--- src/rtl/fm_demod_param.sv ---
// fm_demod_param: delay-multiply FM discriminator with two cascaded boxcar lowpass stages
// and gated peak-to-peak / hysteretic zero-crossing measurement.
module fm_demod_param #(
    parameter int DATA_W    = 10,
    parameter int DELAY     = 4,
    parameter int AVG_LOG2  = 3,
    parameter int OUT_W     = 16,
    parameter int OUT_SHIFT = 0,
    parameter int HYST      = 1000,
    parameter int GATE_LEN  = 1024
) (
    input  logic              clk_8m,
    input  logic              rst,
    input  logic [DATA_W-1:0] ad_data,
    input  logic              in_valid,
    output logic [OUT_W-1:0]  demod_out,
    output logic              out_valid,
    output logic [OUT_W:0]    pp_out,
    output logic [15:0]       zc_out,
    output logic              meas_valid
);
    localparam int SW1 = DATA_W + 1;
    localparam int PW  = 2 * SW1;
    localparam int SW  = PW + AVG_LOG2;
    localparam int N   = 2 ** AVG_LOG2;
    localparam int GW  = $clog2(GATE_LEN);
    localparam logic signed [SW-1:0]    YMAX = SW'((2 ** (OUT_W - 1)) - 1);
    localparam logic signed [SW-1:0]    YMIN = -YMAX - SW'(1);
    localparam logic signed [OUT_W-1:0] HP   = OUT_W'(HYST);
    localparam logic signed [OUT_W-1:0] HN   = OUT_W'(-HYST);

    logic                    v1, v2, v3;
    logic signed [SW1-1:0]   s;
    logic signed [SW1-1:0]   dl [DELAY];
    logic signed [PW-1:0]    p;
    logic signed [PW-1:0]    buf1 [N];
    logic signed [PW-1:0]    buf2 [N];
    logic [AVG_LOG2-1:0]     ptr1, ptr2;
    logic signed [SW-1:0]    sum1, sum2, sum2_n, yf;
    logic signed [PW-1:0]    b;
    logic [OUT_W-1:0]        y_sat;
    logic [GW-1:0]           gcnt;
    logic signed [OUT_W-1:0] y, mx, mn, mx_n, mn_n;
    logic [15:0]             cnt, cnt_n;
    logic                    armed, armed_n, last, up;

    always_comb begin
        b      = PW'(sum1 >>> AVG_LOG2);
        sum2_n = sum2 + SW'(b) - SW'(buf2[ptr2]);
        yf     = sum2_n >>> (AVG_LOG2 + OUT_SHIFT);
        y_sat  = yf > YMAX ? OUT_W'(YMAX) : yf < YMIN ? OUT_W'(YMIN) : yf[OUT_W-1:0];
        y       = $signed(demod_out);
        last    = gcnt == GW'(GATE_LEN - 1);
        mx_n    = (gcnt == '0 || y > mx) ? y : mx;
        mn_n    = (gcnt == '0 || y < mn) ? y : mn;
        up      = armed && y >= HP;
        cnt_n   = (up && cnt != 16'hFFFF) ? cnt + 16'd1 : cnt;
        armed_n = up ? 1'b0 : (y < HN) ? 1'b1 : armed;
    end

    always_ff @(posedge clk_8m) begin
        if (rst) begin
            {v1, v2, v3, out_valid, meas_valid, armed} <= '0;
            s         <= '0;
            p         <= '0;
            sum1      <= '0;
            sum2      <= '0;
            ptr1      <= '0;
            ptr2      <= '0;
            demod_out <= '0;
            gcnt      <= '0;
            mx        <= '0;
            mn        <= '0;
            cnt       <= '0;
            pp_out    <= '0;
            zc_out    <= '0;
            for (int k = 0; k < DELAY; k++) dl[k] <= '0;
            for (int k = 0; k < N; k++) begin
                buf1[k] <= '0;
                buf2[k] <= '0;
            end
        end else begin
            v1         <= in_valid;
            v2         <= v1;
            v3         <= v2;
            out_valid  <= v3;
            meas_valid <= out_valid && last;
            // offset removal: flipping the MSB of offset binary gives two's complement
            if (in_valid) s <= {~ad_data[DATA_W-1], ~ad_data[DATA_W-1], ad_data[DATA_W-2:0]};
            if (v1) begin
                p     <= PW'(s) * PW'(dl[DELAY-1]);
                dl[0] <= s;
                for (int k = 1; k < DELAY; k++) dl[k] <= dl[k-1];
            end
            if (v2) begin
                sum1       <= sum1 + SW'(p) - SW'(buf1[ptr1]);
                buf1[ptr1] <= p;
                ptr1       <= ptr1 + 1'b1;
            end
            if (v3) begin
                sum2       <= sum2_n;
                buf2[ptr2] <= b;
                ptr2       <= ptr2 + 1'b1;
                demod_out  <= y_sat;
            end
            // a gate's first sample reloads max/min; the closing sample still counts in its gate
            if (out_valid) begin
                gcnt  <= last ? '0 : gcnt + 1'b1;
                mx    <= mx_n;
                mn    <= mn_n;
                cnt   <= last ? '0 : cnt_n;
                armed <= armed_n;
                if (last) begin
                    pp_out <= (OUT_W + 1)'(mx_n) - (OUT_W + 1)'(mn_n);
                    zc_out <= cnt_n;
                end
            end
        end
    end
endmodule
--- config.mk ---
export PLATFORM = sky130hd
export DESIGN_NAME = fm_demod_param
export DESIGN_NICKNAME = d
export VERILOG_FILES = /design/src/rtl/fm_demod_param.sv
export SDC_FILE = /design/constraint.sdc
export NUM_CORES = 1
export LEC_CHECK = 0
export CAP_MARGIN = 20
export CORE_MARGIN = 3
export CORE_UTILIZATION = 57
export DETAILED_ROUTE_END_ITERATION = 16
export GPL_TIMING_DRIVEN = 0
export PLACE_DENSITY = 0.74
export SLEW_MARGIN = 20
export SYNTH_ARGS = -nofsm -noshare
export SYNTH_HDL_FRONTEND = slang
export SYNTH_SLANG_ARGS = --single-unit
--- constraint.sdc ---
create_clock -name clk_8m -period 6.27 [get_ports clk_8m]
set_clock_uncertainty 0.1 [all_clocks]
set_input_delay 1.254 -clock clk_8m [delete_from_list [all_inputs] [get_ports clk_8m]]
set_output_delay 1.254 -clock clk_8m [all_outputs]
set_load 0.02 [all_outputs]
==> results of run 1 <==
## metrics by stage
| step | utilization | TNS, ps |
|---|---|---|
| 2_1_floorplan | - | 0 |
| 3_3_place_gp | 0.603 | -7250 |
| 3_5_place_dp | 0.610 | 0 |
| 4_1_cts | 0.644 | 0 |
| 5_1_grt | 0.644 | -22.2 |
| 6_report | 0.644 | 0 |
## cell type report
class                           instances  area, um2  area share
Multi-Input combinational cell       1933      16500       0.434
Sequential cell                       590      15700       0.411
Clock buffer                           74       1610      0.0421
Inverter                              352       1320      0.0347
Tap cell                              773        967      0.0254
Timing Repair Buffer                   75        847      0.0222
Buffer                                197        773      0.0203
Clock inverter                         32        395      0.0104
Antenna cell                            1       2.50   0.0000657
## tightest hold or removal path, cell delays in order, from the launching register on
cell,delay (ps)
dfxtp_1,310
nand2_1,50
a21oi_1,50
## cell families after synthesis
family	Yosys count
compound gates	347
xor+xnor	102
fa+ha+maj	298
buf+inv	550
flops	590
mux	239
simple gates	947
## final timing paths
| path | start | end | slack [ps] |
|---|---|---|---|
| max reg2reg | s[3]$_SDFFE_PP0P_ | p[17]$_SDFFE_PP0P_ | 290 |
| min | mn[1]$_SDFFE_PP0P_ | mn[1]$_SDFFE_PP0P_ | 360 |
| max | s[3]$_SDFFE_PP0P_ | p[17]$_SDFFE_PP0P_ | 290 |
| min reg2reg | mn[1]$_SDFFE_PP0P_ | mn[1]$_SDFFE_PP0P_ | 360 |
## metal layers
layer	share of wire	vias to the layer above	global-route usage
met4	0.037	0	0.101
li1	-	11200	-
met2	0.48	1039	0.465
met1	0.40	12200	0.372
met3	0.077	218	0.0469
met5	0	-	0
## state kept, by name (all words and copies together), names as in the netlist, 3 cells and up, named ones only
name,flops
sum1,25
sum2,25
gcnt,10
cnt,16
demod_out,16
p,21
ptr1,3
buf1,168
mn,16
zc_out,16
dl,40
s,10
buf2,176
mx,16
ptr2,3
pp_out,17
## where the power goes
group / internal (uW) / leakage [uW] / switching, uW / total [uW]
Sequential: 4290 / 0.00565 / 110 / 4400
Combinational: 1070 / 0.00801 / 1630 / 2710
Clock: 2150 / 0.000985 / 1570 / 3720
## cell usage in the layout (no fill, tap or decap), types with 18 or more instances in the layout
cell	netlist	final
nor2_1	217	216
ha_1	154	154
inv_1	309	308
dfxtp_1	206	206
o21a_1	18	18
clkbuf_1	172	175
mux2_2	57	57
nor3_1	213	213
mux4_2	86	86
a21oi_1	108	108
a21o_1	36	36
nand3_1	24	24
o21ai_0	65	56
nor4_1	135	133
xor2_1	34	34
and2_1	106	106
clkbuf_16	0	61
a211oi_1	36	36
mux2i_1	96	96
clkdlybuf4s50_1	0	62
fa_1	144	144
xnor2_1	68	68
edfxtp_1	384	384
nand2_1	144	144
clkinv_1	36	43
nand2b_1	19	19
==> results by group, run 1 <==
Status
  – Status: completed

Worst setup path
  – CP Depth: 18
  – Crit path max fanout: 10
  – Worst Setup Start Kind: flop
  – Reg2reg path depth: 18
  – Largest stage delay on the critical path: 670 ps
  – CP max-delay cell: fa_1
  – CP arrival: approximately 6400 ps
  – CP required: 6690 ps
  – Crit-path most repeated cell: fa_1
  – Delay-heaviest family, CP: adder cells
  – CP Capture Type: flop
  – Crit path buffers/inverters: 4
  – Crit path cell chain: clkbuf_1 -> nand2_1 -> fa_1 -> fa_1 -> inv_1 -> fa_1 -> fa_1 -> inv_1 -> fa_1 -> inv_1 -> ha_1 -> a21o_1 -> a21o_1 -> a21o_1 -> a211oi_1 -> nor2_1 -> or3_1 -> a32o_1
  – CP Class: flop to flop

Yosys
  – Xor/xnor share of the synthesized area: 0.0262
  – Simple-gate share of the synthesized area: 0.140
  – Post-synthesis sequential area ratio: 0.459
  – Post-Syn Area per Cell: 11.1 um2
  – Cell Area, Synth: 34100 um2
  – Top cell type's share of synthesized area: 0.338
  – Number of synthesized register bits: 590
  – Post-synthesis mux area share: 0.104
  – Largest family of logic cells by synthesized area: adder cells
  – Gate count of the mapped netlist: 3073
  – Post-synth ARST share: 0
  – Top cells by area, synth: edfxtp_1 (34%), dfxtp_1 (12%), fa_1 (8.5%), mux4_2 (5.7%), ha_1 (5.7%)
  – Distinct cells, synth: 73
  – Count leader, synth: edfxtp_1
  – Dominant synthesized flop cell: edfxtp_1
  – Post-Syn Nets: 3384
  – Synth Area in Compound Gates: 0.0680
  – Cell taking the most area after synthesis: edfxtp_1
  – Post-synthesis adder-cell area fraction: 0.141
  – Post-synth EDFFs: between 300 and 400
  – Yosys warns: 0
  – Commonest cells post-synth: edfxtp_1 (384), inv_1 (309), nor2_1 (217)

Cells and area
  – Cell Count, Final, Fillers Out: ~4000
  – Share of cells above drive strength 1: 0.0956
  – Nets: 3520
  – Fillers: 4454
  – Post-route cell area: 38100 um2
  – P&R area growth vs syn: 11.8%

Clocking
  – H-tree Lvls: 2
  – Total CTS buffers: 60
  – Root Buffer: clkbuf_16
  – CTS tree: yes
  – # hold bufs at CTS: 0
  – Clock Latency Late Sink: 650 ps
  – Clock Tree Buf Depth: 3
  – Clk sinks: 590
  – Post-CTS Setup Bufs: 0
  – Post-cts resize count: 0
  – Clock-pin slew on the worst setup and hold paths: 60 ps

Floorplan
  – Rows: 89
  – Chip height: 251 um
  – Core region area: 59100 um2
  – Die area: 62800 um2
  – IO Count: 64
  – Initial Util: 0.577
  – Die Wd: 251 um

Timing
  – Final WS setup: 288 ps
  – RSZ-0062 raised after global routing: true
  – Slew @ Worst Pin: 1020 ps
  – Slew HR: 0.323
  – Min Hold Slack: between 300 and 400 ps
  – Clock period minus worst slack: 5980 ps
  – # setup viols final: 0
  – Number of max-slew violations in the final report: 0
  – Period utilization: 0.954
  – Endpoints failing hold: 0
  – Fmax: about 170 MHz

Place
  – Dpl cell area: 36100 um2
  – Pre-CTS WS: 141 ps
  – Global placer's final weighted congestion: 0.910
  – Hpwl dp: 63700 um
  – Port buffer count: a little over 60
  – Post-placement cell count: 3921

Power and ir drop
  – Peak VDD IR: 0.000252 V
  – Power per cell area: roughly 280 nW/um2
  – P_leak: around 0.015 uW
  – Power, Total: 10800 uW

GRT
  – Initial antenna violation count: 1
  – Global-route wire length before repair: around 140000 um
  – Largest net degree at the start of global routing: 41
  – Global route total overflow: 0
  – Vias in the first global route: 25000
  – Global-route usage over all layers: 0.279

Flow run
  – Maximum Capacitance Violations: 0

Route
  – Residual DRC: 0
  – Avg WL per Cell: about 22 um
  – Vias/cell: ~6
  – Routed vias: 24600
  – DRT Wirelength: 87800 um
  – Drt pass-1 iters: 8
  – Antenna violation net count after detailed routing: 0
  – Drt first-iter violations: 2487

Worst hold path
  – Worst hold stages: 2
  – Hold crit path type: flop to flop
No activity file was read; power rests on OpenSTA's default activity.
==> inputs of run 2 (changes only) <==
--- a/config.mk
+++ b/config.mk
@@ -8,6 +8,8 @@
 export CAP_MARGIN = 20
 export CORE_MARGIN = 3
 export CORE_UTILIZATION = 57
+export CTS_CLUSTER_DIAMETER = 40
+export CTS_CLUSTER_SIZE = 14
 export DETAILED_ROUTE_END_ITERATION = 16
 export GPL_TIMING_DRIVEN = 0
 export PLACE_DENSITY = 0.74
==> results by group, run 2 (same netlist as run 1, synthesis figures left out) <==
Worst setup path
  – CP arrival: 6360 ps (was 6400 ps)
  – Delay-heaviest family, CP: adder cells (unchanged)
  – Crit path cell chain: clkbuf_1 -> nand2_1 -> fa_1 -> inv_1 -> fa_1 -> inv_1 -> fa_1 -> inv_1 -> fa_1 -> inv_1 -> fa_1 -> inv_1 -> ha_1 -> a21oi_1 -> o21ai_0 -> a211oi_1 -> nor2_1 -> or3_1 -> a32o_1 (was clkbuf_1 -> nand2_1 -> fa_1 -> fa_1 -> inv_1 -> fa_1 -> fa_1 -> inv_1 -> fa_1 -> inv_1 -> ha_1 -> a21o_1 -> a21o_1 -> a21o_1 -> a211oi_1 -> nor2_1 -> or3_1 -> a32o_1)
  – Largest stage delay on the critical path: 550 ps (was 670 ps)
  – CP Capture Type: flop (unchanged)
  – CP max-delay cell: fa_1 (unchanged)
  – CP required: 6690 ps (about the same)
  – Worst Setup Start Kind: flop (unchanged)
  – CP Class: flop to flop (unchanged)
  – Crit path max fanout: 10 (unchanged)
  – Crit path buffers/inverters: 6 (was 4)

Timing
  – Period utilization: 0.947 (was 0.954)
  – Slew @ Worst Pin: 1010 ps (was 1020 ps)
  – Slew HR: 0.324 (was 0.323)
  – Number of max-slew violations in the final report: 0 (unchanged)
  – Fmax: 168 MHz (was 167 MHz)
  – RSZ-0062 raised after global routing: false (was true)
  – Endpoints failing hold: 0 (unchanged)
  – # setup viols final: 0 (unchanged)
  – Clock period minus worst slack: 5940 ps (was 5980 ps)

Clocking
  – Total CTS buffers: 87 (was 60)
  – Clock Tree Buf Depth: 3 (unchanged)
  – H-tree Lvls: 3 (was 2)
  – Root Buffer: clkbuf_16 (unchanged)
  – # hold bufs at CTS: 0 (unchanged)
  – Clock Latency Late Sink: 650 ps (about the same)
  – CTS tree: yes (unchanged)
  – Clock-pin slew on the worst setup and hold paths: 60 ps (about the same)
  – Post-CTS Setup Bufs: 0 (unchanged)
  – Post-cts resize count: 0 (unchanged)
  – Clk sinks: 590 (unchanged)

GRT
  – Vias in the first global route: 25300 (was 25000)
  – Largest net degree at the start of global routing: 41 (unchanged)
  – Global-route usage over all layers: 0.283 (was 0.279)
  – Global-route wire length before repair: 139000 um (was 138000 um)
  – Global route total overflow: 0 (unchanged)
  – Initial antenna violation count: 1 (unchanged)

Floorplan
  – Rows: 89 (unchanged)
  – IO Count: 64 (unchanged)
  – Chip height: 251 um (unchanged)
  – Die area: 62800 um2 (unchanged)
  – Die Wd: 251 um (unchanged)
  – Initial Util: 0.577 (unchanged)
  – Core region area: 59100 um2 (unchanged)

Worst hold path
  – Hold crit path type: flop to flop (unchanged)

Power and ir drop
  – Combinational Power Share: 0.226 (was 0.250)
  – P_leak: 0.0151 uW (was 0.0146 uW)
  – Power, Total: 12100 uW (was 10800 uW)
  – Pint: 8320 uW (was 7500 uW)
  – Sw Pwr: 3740 uW (was 3310 uW)
  – Clock share of power: 0.410 (was 0.344)
  – Reg power frac: 0.365 (was 0.406)
  – Power per cell area: 309 nW/um2 (was 284 nW/um2)
  – Peak VDD IR: 0.000267 V (was 0.000252 V)
  – Switching share of power: 0.310 (was 0.306)

Place
  – Port buffer count: 62 (unchanged)
  – Hpwl dp: 63700 um (unchanged)
  – Dpl cell area: 36100 um2 (unchanged)
  – Global placer's final weighted congestion: 0.910 (unchanged)

Cells and area
  – Most frequent cells in the layout: edfxtp_1 (384), inv_1 (308), nor2_1 (216) (unchanged)
  – Fillers: 4332 (was 4454)
  – P&R area growth vs syn: 14.6% (was 11.8%)
  – Most common cell after layout, fill and taps aside: edfxtp_1 (unchanged)
  – Largest regs: buf2: 176 flops, buf1: 168 flops, dl: 40 flops (unchanged)
  – Share of cells above drive strength 1: 0.115 (was 0.0956)
  – Nets: 3547 (was 3520)
  – Top reg by flops: buf2 (unchanged)
  – Post-route cell area: 39100 um2 (was 38100 um2)
  – Max FFs per register: 176 (unchanged)

Route
  – Avg WL per Cell: 21.7 um (was 21.8 um)
  – DRT Wirelength: 88700 um (was 87800 um)
  – Vias/cell: 6.10 (about the same)
  – Routed vias: 24900 (was 24600)
  – Residual DRC: 0 (unchanged)
  – Drt pass-1 iters: 7 (was 8)
  – Drt first-iter violations: 2340 (was 2487)
  – Antenna violation net count after detailed routing: 0 (unchanged)

Status
  – Status: completed (unchanged)

Flow run
  – Maximum Capacitance Violations: 0 (unchanged)
run 2: area by class of cell:
type / instances / area [um2] / area share
Timing Repair Buffer: 75 / 847 / 0.0217
Inverter: 352 / 1320 / 0.0338
Clock inverter: 66 / 736 / 0.0188
Clock buffer: 96 / 2240 / 0.0574
Multi-Input combinational cell: 1933 / 16500 / 0.423
Antenna cell: 1 / 2.50 / 0.0000640
Sequential cell: 590 / 15700 / 0.401
Buffer: 197 / 776 / 0.0199
Tap cell: 773 / 967 / 0.0247
run 2: tightest hold or removal path, stage by stage (launching register included):
cell     delay, ps
dfxtp_1        310
nand2_1         50
a21oi_1         60
run 2: power groups by stage:
stage	clock network, uW	registers [uW]	logic [uW]
2_1_floorplan	0	4450	1980
3_3_place_gp	0	4480	2560
3_5_place_dp	0	4480	2650
4_1_cts	4970	4400	2690
5_1_grt	5130	4410	3010
6_report	4940	4400	2720
run 2: layer usage:
layer | global-route usage | routed length, um | part of all wire
met5 | 0 | 0 | 0
met4 | 0.107 | 3340 | 0.038
met3 | 0.0515 | 7260 | 0.082
met2 | 0.471 | 43000 | 0.49
met1 | 0.373 | 35000 | 0.40
run 2: path summary, 6_finish.rpt:
check / start / endpoint / slack, ps / depth (start not counted)
worst max-delay path: dl[0][38]$_SDFFCE_PN0P_ / p[17]$_SDFFE_PP0P_ / 330 / 19
worst min register to register: mn[1]$_SDFFE_PP0P_ / mn[1]$_SDFFE_PP0P_ / 360 / 2
worst max register to register: dl[0][38]$_SDFFCE_PN0P_ / p[17]$_SDFFE_PP0P_ / 330 / 19
worst min-delay path: mn[1]$_SDFFE_PP0P_ / mn[1]$_SDFFE_PP0P_ / 360 / 2
run 2: through the flow:
step / setup slack, ps / cells / hold slack, ps / setup TNS [ps] / util
after floorplan: 763 / 3073 / 336 / 0 / -
after global placement: -208 / 3908 / 341 / -7250 / 0.603
after detailed placement: 141 / 3921 / 352 / 0 / 0.610
after CTS: 3.86 / 4083 / 362 / 0 / 0.660
after global routing: 30.9 / 4083 / 375 / 0 / 0.661
final: 334 / 4083 / 362 / 0 / 0.661
==> inputs of run 3 (changes only) <==
==> constraint.sdc (replaced) <==
create_clock -name clk_8m -period 6.5 [get_ports clk_8m]
set_clock_uncertainty 0.1 [all_clocks]
set_input_delay 1.3 -clock clk_8m [delete_from_list [all_inputs] [get_ports clk_8m]]
set_output_delay 1.3 -clock clk_8m [all_outputs]
set_load 0.02 [all_outputs]
==> results by group, run 3 (same netlist as run 1, synthesis figures left out) <==
Status
  – Status: completed (unchanged)

Power and ir drop
  – Pint: 8020 uW (was 8320 uW)
  – Reg power frac: 0.365 (about the same)
  – Clock share of power: 0.409 (was 0.410)
  – Combinational Power Share: 0.226 (about the same)
  – Power per cell area: 297 nW/um2 (was 309 nW/um2)
  – Peak VDD IR: 0.000257 V (was 0.000267 V)
  – Sw Pwr: 3600 uW (was 3740 uW)
  – Switching share of power: 0.309 (was 0.310)
  – P_leak: 0.0151 uW (about the same)

Place
  – Dpl cell area: 36100 um2 (unchanged)
  – Port buffer count: 62 (unchanged)
  – Post-placement cell count: 3921 (unchanged)
  – Hpwl dp: 63700 um (unchanged)
  – Pre-CTS WS: 371 ps (was 141 ps)
  – Global placer's final weighted congestion: 0.910 (unchanged)

Cells and area
  – Layout Utilization: 0.661 (about the same)
  – Cell Count, Final, Fillers Out: 4084 (was 4083)
  – Most frequent cells in the layout: edfxtp_1 (384), inv_1 (308), nor2_1 (216) (unchanged)
  – Max FFs per register: 176 (unchanged)
  – Top reg by flops: buf2 (unchanged)
  – Most common cell after layout, fill and taps aside: edfxtp_1 (unchanged)
  – Nets: 3548 (was 3547)
  – Share of cells above drive strength 1: 0.112 (was 0.115)
  – Largest regs: buf2: 176 flops, buf1: 168 flops, dl: 40 flops (unchanged)
  – Post-route cell area: 39100 um2 (about the same)
  – P&R area growth vs syn: 14.6% (about the same)

Route
  – Vias/cell: 6.12 (was 6.10)
  – Avg WL per Cell: 21.7 um (about the same)
  – DRT Wirelength: 88600 um (was 88700 um)
  – Antenna violation net count after detailed routing: 0 (unchanged)
  – Routed vias: 25000 (was 24900)
  – Residual DRC: 0 (unchanged)
  – Drt first-iter violations: 2461 (was 2340)
  – Drt pass-1 iters: 6 (was 7)

Floorplan
  – Rows: 89 (unchanged)
  – Chip height: 251 um (unchanged)
  – Die Wd: 251 um (unchanged)
  – Die area: 62800 um2 (unchanged)
  – IO Count: 64 (unchanged)
  – Core region area: 59100 um2 (unchanged)
  – Initial Util: 0.577 (unchanged)

Worst setup path
  – CP Capture Type: flop (unchanged)
  – R2r setup slk: 400 ps (was 330 ps)
  – Worst Setup Start Kind: flop (unchanged)
  – CP arrival: 6520 ps (was 6360 ps)
  – Crit path max fanout: 10 (unchanged)
  – Reg2reg path depth: 18 (was 19)
  – CP required: 6910 ps (was 6690 ps)
  – CP Class: flop to flop (unchanged)
  – Reg2reg end: demod_out[6]$_SDFFE_PP0P_ (was p[17]$_SDFFE_PP0P_)

Clocking
  – Post-CTS Setup Bufs: 0 (unchanged)
  – # hold bufs at CTS: 0 (unchanged)
  – Total CTS buffers: 87 (unchanged)
  – H-tree Lvls: 3 (unchanged)
  – CTS tree: yes (unchanged)
  – Clk sinks: 590 (unchanged)
  – Clock Tree Buf Depth: 3 (unchanged)
  – Root Buffer: clkbuf_16 (unchanged)
  – Clock Latency Late Sink: 640 ps (was 650 ps)
  – Clock-pin slew on the worst setup and hold paths: 60 ps (about the same)

GRT
  – Global-route usage over all layers: 0.283 (unchanged)
  – Initial antenna violation count: 1 (unchanged)
  – Largest net degree at the start of global routing: 41 (unchanged)
  – Global-route wire length before repair: 139000 um (unchanged)
  – Global route total overflow: 0 (unchanged)
  – Vias in the first global route: 25300 (unchanged)

Timing
  – Period utilization: 0.939 (was 0.947)
  – Final WS setup: 395 ps (was 334 ps)
  – RSZ-0062 raised after global routing: false (unchanged)
  – # setup viols final: 0 (unchanged)
  – Clock period minus worst slack: 6100 ps (was 5940 ps)
  – Number of max-slew violations in the final report: 0 (unchanged)
  – Slew HR: 0.317 (was 0.324)
  – Slew @ Worst Pin: 1020 ps (was 1010 ps)
  – Endpoints failing hold: 0 (unchanged)
  – Fmax: 164 MHz (was 168 MHz)

Worst hold path
  – Hold endpoint: mn[1]$_SDFFE_PP0P_ (unchanged)
  – Worst hold stages: 2 (unchanged)
  – Hold Path Origin: mn[1]$_SDFFE_PP0P_ (unchanged)
  – Hold crit path type: flop to flop (unchanged)

Flow run
  – Maximum Capacitance Violations: 0 (unchanged)
==> run 3: changes by cell type in the layout (fill, tap and decap cells not counted), sizes merged <==
cell    before  now
clkbuf     268  269
==> run 3: power groups by stage <==
stage	clock, uW	combinational (uW)	sequential [uW]
finish	4760	2620	4240
CTS	4800	2590	4240
global route	4950	2900	4250
detailed placement	0	2560	4320
global placement	0	2470	4320
floorplan	0	1910	4290
==> run 3: per-stage QoR <==
stage,power (uW),setup TNS [ps],hold WS (ps)
2_1_floorplan,6200,0,336
3_3_place_gp,6790,-512,341
3_5_place_dp,6880,0,352
4_1_cts,11600,0,362
5_1_grt,12100,0,375
6_report,11600,0,361
==> run 3: metal layers <==
metal  track usage  part of all wire  up-vias
met1         0.373              0.40    12300
li1              -                 -    11300
met3        0.0515             0.082      227
met2         0.471              0.48     1178
met4         0.107             0.038        0
met5             0                 0        -
==> run 3: critical path, stage by stage, from the launching register on <==
cell	delay, ps
dfxtp_1	300
clkbuf_1	430
clkbuf_1	780
mux4_2	630
mux2_2	320
fa_1	560
inv_1	70
ha_1	300
a211o_1	160
a21oi_2	90
a211oi_4	340
a31oi_4	190
o31ai_4	470
mux2i_1	240
a211o_1	170
nand4b_1	130
o211a_4	280
buf_6	140
a221o_1	260
==> run 3: layout make-up <==
class	instances	area (um2)
Antenna cell	1	2.50
Timing Repair Buffer	75	847
Sequential cell	590	15700
Inverter	352	1320
Fill cell	4334	20100
Buffer	198	771
Clock buffer	96	2240
Tap cell	773	967
Multi-Input combinational cell	1933	16500
Clock inverter	66	736
==> run 3: how the worst max path moves through the flow <==
| stage | slack [ps] | end | startpoint | cells after the start |
|---|---|---|---|---|
| after global placement | -20 | buf2[7][7]$_SDFFCE_PN0P_ | rst | 8 |
| after CTS | 230 | pp_out[14]$_SDFFE_PP0P_ | demod_out[1]$_SDFFE_PP0P_ | 24 |
| after global routing | 90 | demod_out[6]$_SDFFE_PP0P_ | flop | 18 |
| after detailed placement | 370 | pp_out[14]$_SDFFE_PP0P_ | demod_out[1]$_SDFFE_PP0P_ | 24 |
| final | 400 | demod_out[6]$_SDFFE_PP0P_ | flop | 18 |
| after floorplan | 990 | p[17]$_SDFFE_PP0P_ | s[1]$_SDFFE_PP0P_ | 18 |
==> run 3: repair_timing <==
action                                  4_1_cts  5_1_grt
endpoints found under the setup margin        0        3
hold endpoints to repair                      0        0
gates resized for setup                       0        3
